[config.mk]
export PLATFORM = sky130hd
export DESIGN_NAME = pe_mem_arbiter
export DESIGN_NICKNAME = d
export VERILOG_FILES = /design/src/rtl/pe_mem_arbiter.sv
export SDC_FILE = /design/constraint.sdc
export NUM_CORES = 1
export LEC_CHECK = 0
export BUFFER_PORTS_ARGS = -buffer_cell sky130_fd_sc_hd__buf_2
export CAP_MARGIN = 40
export CORE_AREA = 2 2 160 162
export CTS_CLUSTER_SIZE = 8
export DETAILED_ROUTE_END_ITERATION = 8
export DIE_AREA = 0 0 162 164
export GPL_TIMING_DRIVEN = 0
export SYNTH_ARGS = -nofsm -noshare
export SYNTH_HDL_FRONTEND = slang
export SYNTH_SLANG_ARGS = --single-unit
[constraint.sdc]
create_clock -name clk -period 6.8 [get_ports clk]
set_input_delay 1.36 -clock clk [delete_from_list [all_inputs] [get_ports clk]]
set_output_delay 1.36 -clock clk [all_outputs]
set_load 0.005 [all_outputs]
[src/rtl/pe_mem_arbiter.sv]
// Round-robin arbiter that shares one memory bus port among NUM_PE processing elements.
// Optional watchdog: define ARB_TIMEOUT_EN to end a stalled access after TIMEOUT cycles and flag err.
module pe_mem_arbiter #(
    parameter int NUM_PE  = 4,
    parameter int DATA_W  = 32,
    parameter int TIMEOUT = 255
) (
    input  logic                     clk,
    input  logic                     reset,
    input  logic [NUM_PE-1:0]        req_read,
    input  logic [NUM_PE-1:0]        req_write,
    input  logic [NUM_PE*DATA_W-1:0] req_addr,
    input  logic [NUM_PE*DATA_W-1:0] req_wdata,
    output logic [NUM_PE-1:0]        grant,
    output logic [NUM_PE-1:0]        done,
    output logic [DATA_W-1:0]        rdata,
    output logic [DATA_W-1:0]        bus_addr,
    output logic [DATA_W-1:0]        bus_wdata,
    output logic                     bus_read,
    output logic                     bus_write,
    input  logic                     bus_ack,
    input  logic [DATA_W-1:0]        bus_rdata,
    output logic                     busy,
    output logic                     err,
    output logic [1:0]               state_dbg
);

    // Handshakes: a PE raises req_read/req_write with addr/wdata and holds them until its
    // done pulse, dropping them the cycle after (a request still high in the next IDLE cycle
    // is a new request). On the bus side bus_read/bus_write and bus_addr/bus_wdata stay
    // stable from the cycle after the grant until the first cycle bus_ack is sampled high.

    localparam int IDX_W = $clog2(NUM_PE);

    if (NUM_PE < 2 || NUM_PE > 8 || DATA_W < 1 || TIMEOUT < 1) begin : g_bad_params
        $error("pe_mem_arbiter: parameter out of range");
    end

    typedef enum logic [1:0] {
        IDLE   = 2'd0,
        ACCESS = 2'd1,
        DONE   = 2'd2
    } state_t;

    state_t              state_q, state_d;
    logic [IDX_W-1:0]    idx_q, idx_d;
    logic [IDX_W-1:0]    rr_ptr_q, rr_ptr_d;
    logic [NUM_PE-1:0]   grant_q, grant_d;
    logic [NUM_PE-1:0]   done_q, done_d;
    logic [DATA_W-1:0]   addr_q, addr_d;
    logic [DATA_W-1:0]   wdata_q, wdata_d;
    logic [DATA_W-1:0]   rdata_q, rdata_d;
    logic                rd_q, rd_d;
    logic                wr_q, wr_d;

    logic                win_found;
    logic [IDX_W-1:0]    win_idx;
    logic [IDX_W:0]      scan_sum;
    logic [IDX_W-1:0]    scan_idx;
    logic [DATA_W-1:0]   sel_addr;
    logic [DATA_W-1:0]   sel_wdata;
    logic                sel_wr;

`ifdef ARB_TIMEOUT_EN
    localparam int TCNT_W = ($clog2(TIMEOUT + 1) > 8) ? $clog2(TIMEOUT + 1) : 8;
    logic [TCNT_W-1:0]   tcnt_q, tcnt_d;
    logic                err_q, err_d;
`endif

    // Scan requesters starting at rr_ptr, wrapping modulo NUM_PE; the first hit wins.
    always_comb begin
        win_found = 1'b0;
        win_idx   = '0;
        scan_sum  = '0;
        scan_idx  = '0;
        for (int k = 0; k < NUM_PE; k++) begin
            scan_sum = {1'b0, rr_ptr_q} + (IDX_W + 1)'(k);
            if (scan_sum >= (IDX_W + 1)'(NUM_PE)) begin
                scan_sum = scan_sum - (IDX_W + 1)'(NUM_PE);
            end
            scan_idx = scan_sum[IDX_W-1:0];
            if (!win_found && (req_read[scan_idx] || req_write[scan_idx])) begin
                win_found = 1'b1;
                win_idx   = scan_idx;
            end
        end
    end

    always_comb begin
        sel_addr  = '0;
        sel_wdata = '0;
        sel_wr    = 1'b0;
        for (int i = 0; i < NUM_PE; i++) begin
            if (win_idx == IDX_W'(i)) begin
                sel_addr  = req_addr[i*DATA_W +: DATA_W];
                sel_wdata = req_wdata[i*DATA_W +: DATA_W];
                sel_wr    = req_write[i];
            end
        end
    end

    always_comb begin
        state_d  = state_q;
        idx_d    = idx_q;
        rr_ptr_d = rr_ptr_q;
        grant_d  = grant_q;
        done_d   = '0;
        addr_d   = addr_q;
        wdata_d  = wdata_q;
        rdata_d  = rdata_q;
        rd_d     = rd_q;
        wr_d     = wr_q;
`ifdef ARB_TIMEOUT_EN
        tcnt_d   = tcnt_q;
        err_d    = 1'b0;
`endif
        case (state_q)
            IDLE: begin
                if (win_found) begin
                    state_d = ACCESS;
                    idx_d   = win_idx;
                    addr_d  = sel_addr;
                    wdata_d = sel_wdata;
                    // A PE asserting both read and write is served as a write.
                    wr_d    = sel_wr;
                    rd_d    = !sel_wr;
                    grant_d = NUM_PE'(1) << win_idx;
`ifdef ARB_TIMEOUT_EN
                    tcnt_d  = '0;
`endif
                end
            end
            ACCESS: begin
                if (bus_ack) begin
                    state_d = DONE;
                    rd_d    = 1'b0;
                    wr_d    = 1'b0;
                    done_d  = grant_q;
                    if (rd_q) begin
                        rdata_d = bus_rdata;
                    end
                end
`ifdef ARB_TIMEOUT_EN
                else if (tcnt_q == TCNT_W'(TIMEOUT - 1)) begin
                    state_d = DONE;
                    rd_d    = 1'b0;
                    wr_d    = 1'b0;
                    done_d  = grant_q;
                    rdata_d = '0;
                    err_d   = 1'b1;
                end else begin
                    tcnt_d  = tcnt_q + 1'b1;
                end
`endif
            end
            DONE: begin
                state_d  = IDLE;
                grant_d  = '0;
                rr_ptr_d = (idx_q == IDX_W'(NUM_PE - 1)) ? '0 : idx_q + 1'b1;
            end
            default: begin
                state_d = IDLE;
                grant_d = '0;
                rd_d    = 1'b0;
                wr_d    = 1'b0;
            end
        endcase
    end

    always_ff @(posedge clk) begin
        if (reset) begin
            state_q  <= IDLE;
            idx_q    <= '0;
            rr_ptr_q <= '0;
            grant_q  <= '0;
            done_q   <= '0;
            addr_q   <= '0;
            wdata_q  <= '0;
            rdata_q  <= '0;
            rd_q     <= 1'b0;
            wr_q     <= 1'b0;
`ifdef ARB_TIMEOUT_EN
            tcnt_q   <= '0;
            err_q    <= 1'b0;
`endif
        end else begin
            state_q  <= state_d;
            idx_q    <= idx_d;
            rr_ptr_q <= rr_ptr_d;
            grant_q  <= grant_d;
            done_q   <= done_d;
            addr_q   <= addr_d;
            wdata_q  <= wdata_d;
            rdata_q  <= rdata_d;
            rd_q     <= rd_d;
            wr_q     <= wr_d;
`ifdef ARB_TIMEOUT_EN
            tcnt_q   <= tcnt_d;
            err_q    <= err_d;
`endif
        end
    end

    assign grant     = grant_q;
    assign done      = done_q;
    assign rdata     = rdata_q;
    assign bus_addr  = addr_q;
    assign bus_wdata = wdata_q;
    assign bus_read  = rd_q;
    assign bus_write = wr_q;
    assign busy      = (state_q != IDLE);
    assign state_dbg = state_q;
`ifdef ARB_TIMEOUT_EN
    assign err       = err_q;
`else
    assign err       = 1'b0;
`endif

endmodule

==> flow_summary.yaml <==
run_status:
  status: "finished clean"
synth:
  synth_edf_count: 0
  synthesis.area_um2: 5790
  yosys-top-cells-area: "dfxtp_1 39%, nand2_1 8.7%, o221ai_1 6.7%, o21ai_0 5.9%, and3_1 4.9%"
  synth.most_common_cell: "nand2_1"
  yosysTopAreaCell: "dfxtp_1"
  synth.avg_cell_area_um2: 7.63
  ys_warn_count: 0
  synth_seq_area_share: 0.387
  synth_flop_cell: "dfxtp_1"
  synth_common_cells: "135 x nand2_1, 112 x dfxtp_1, 68 x o21ai_0"
  syn_nets: 1059
  synth-seq-cells: 112
  synthArstFlopShare: 0
  yosysUniqueCellTypes: 52
  netlist.area_leader.share: 0.387
  syn_inst: 759
sta:
  layout_min_cycle_time_ps: 3340
  tns_ps: 0
  maxSlewViolCount: 0
  slew_headroom: 0.469
  min_period_over_period: 0.492
  worstMarginPinSlew_ps: 796
  whs_ps: 444
  final-hold-violation-count: 0
  rsz0062_at_grt: "no"
  setup_viol: 0
  max_clock_freq_mhz: 299
  skew_ps: 9.97
placed_design:
  dp_hpwl_um: 22500
  gp_congestion: 0.953
  portBuffers: 405
run:
  maxCapViolCount: 0
detailed_routing:
  vias: 7525
  first_iter_violations: 439
  drt-total-wl_um: 28300
  wl_per_cell_um: 18.7
  via_per_inst: 4.96
  first_pass_iters: 5
  drc: 0
  ant_nets: 0
power_and_ir_drop:
  pwr-share-comb: 0.228
  pwr-share-clk: 0.348
  intPower_mw: 1.19
  ir_drop_v: 0.000143
  p_per_area_nw_per_um2: 200
  netSwitchingPower_mw: 0.532
  power_frac_seq: 0.425
  swShare: 0.308
  leakagePower_nw: 3.92
floorplanning:
  die_area_um2: 26600
  initial_utilization: 0.233
  fp.dieH_um: 164
  core-area_um2: 24800
  design.portCount: 409
  core.rowCount: 58
  die_x_um: 162
setup_path:
  crit_arrival_ps: 3630
  r2r_cells: 7
  cp-endpoint: "bus_wdata[29]"
  r2r_start: "state_dbg[1]"
  critical_path.startpoint: "req_write[0]"
  worst_r2r_endpoint: "bus_wdata[29]"
  path_max_fanout: 10
  r2r_setup_slack_ps: 4250
  criticalPathCategory: "in -> reg"
  cp.required_ps: 7090
  setup.worst_path.start_class: "primary input"
  crit_path_end_kind: "flop"
global_route:
  grt_pass1_wl_um: 41400
  track_usage: 0.203
  grt_max_degree: 23
  grt_overflow: 0
  antenna_found_initial: 3
  grt_pass1_vias: 7394
cts:
  numClockSinks: 112
  cts_made_buffers: 9
  post_cts_buffers: 0
  clk_latency_ps: 360
  path_clk_slew_ps: 90
  cts_buffer_depth: 2
  ctsHoldBuffers: 0
  htree_levels: 3
  cts-resized-gates: 0
  cts_tree: "yes"
  cts_root_buf: "clkbuf_16"
cells_and_area:
  area_delta_synth_final_pct: 48.6
  drive_above_1_share: 0.394
  nets: 1478
min_path:
  hold_path.class: "reg -> reg"
## metrics by stage
stage / setup slack (ps) / power (mW) / utilization / cells / cell area (um^2)
finish: 3460 / 1.72 / 0.347 / 1517 / 8610
global route: 3210 / 1.81 / 0.347 / 1515 / 8600
CTS: 3410 / 1.75 / 0.346 / 1513 / 8600
detailed placement: 3010 / 1.14 / 0.333 / 1497 / 8270
global placement: 2820 / 1.14 / 0.332 / 1494 / 8230
floorplan: 3740 / 0.927 / - / 759 / 5790
## cells by family after synthesis
group                    Yosys count  share of synthesized area
other                              1                   0.000647
flip-flops                       112                      0.387
multiplexers                       2                    0.00367
AO/OA/AOI/OAI                    278                      0.309
AND/OR/NAND/NOR                  283                      0.233
buffers and inverters             82                     0.0644
adder cells (fa/ha/maj)            1                    0.00216
## metal layers
| metal | wire (um) | vias to the layer above | track usage |
|---|---|---|---|
| met2 | 13800 | 358 | 0.356 |
| li1 | - | 3641 | - |
| met1 | 11500 | 3472 | 0.239 |
| met4 | 847 | 0 | 0.0813 |
| met5 | 0 | - | 0 |
| met3 | 2120 | 54 | 0.0475 |
## power groups by stage
stage	registers, mW	logic [mW]	clock network [mW]
finish	0.732	0.393	0.600
floorplan	0.750	0.178	0
global route	0.737	0.432	0.644
CTS	0.732	0.395	0.623
detailed placement	0.746	0.393	0
global placement	0.746	0.390	0
## worst max-delay path, stage by stage
cell and delay, ps:
clkbuf_1 270, or4_1 260, o21ai_1 170, nor2_1 520, buf_6 210, clkbuf_1 420, o221ai_1 250, o21ai_1 170
## area by class of cell
| class | count | area (um^2) |
|---|---|---|
| Clock inverter | 7 | 108 |
| Buffer | 78 | 358 |
| Tap cell | 330 | 413 |
| Inverter | 4 | 15.0 |
| Clock buffer | 9 | 225 |
| Fill cell | 2750 | 16200 |
| Antenna cell | 4 | 10.0 |
| Sequential cell | 112 | 2240 |
| Multi-Input combinational cell | 565 | 3180 |
| Timing Repair Buffer | 408 | 2060 |
## registers in the layout, summed over array words and instances, names as in the netlist
signal	count
idx_q	2
bus_wdata	32
rdata	32
grant	4
state_dbg	2
bus_write	1
bus_read	1
rr_ptr_q	2
done	4
bus_addr	32
## worst min path at each step
stage	endpoint	cells after the start	from	slack [ps]
finish	bus_addr[19]	2	bus_addr[19]	440
global route	bus_addr[19]	2	bus_addr[19]	460
CTS	bus_addr[1]	2	bus_addr[1]	450
detailed placement	bus_addr[19]	2	bus_addr[19]	430
global placement	bus_wdata[9]	2	bus_wdata[9]	430
floorplan	idx_q[1]	2	idx_q[1]	440
## cells in the final DEF, fill, tap and decap left out, drive strengths merged, types with 2 or more instances in the layout
master / synthesis / routed
nor2: 18 / 18
diode: 0 / 4
o21bai: 3 / 3
a2bb2oi: 19 / 19
a21oi: 49 / 49
o2111ai: 2 / 2
or4: 2 / 2
o221ai: 44 / 44
o21a: 3 / 3
o32ai: 11 / 11
dfxtp: 112 / 112
or2: 5 / 5
o2111a: 2 / 2
o22ai: 8 / 8
nand2: 135 / 135
clkbuf: 45 / 54
and3: 45 / 45
nor3b: 9 / 9
nor3: 12 / 12
nand3: 48 / 48
clkinv: 0 / 3
inv: 4 / 7
a32oi: 4 / 4
o21ai: 114 / 114
o21ba: 2 / 2
a211oi: 9 / 9
and2: 4 / 4
buf: 33 / 441
(Power assumes the default switching activity.)
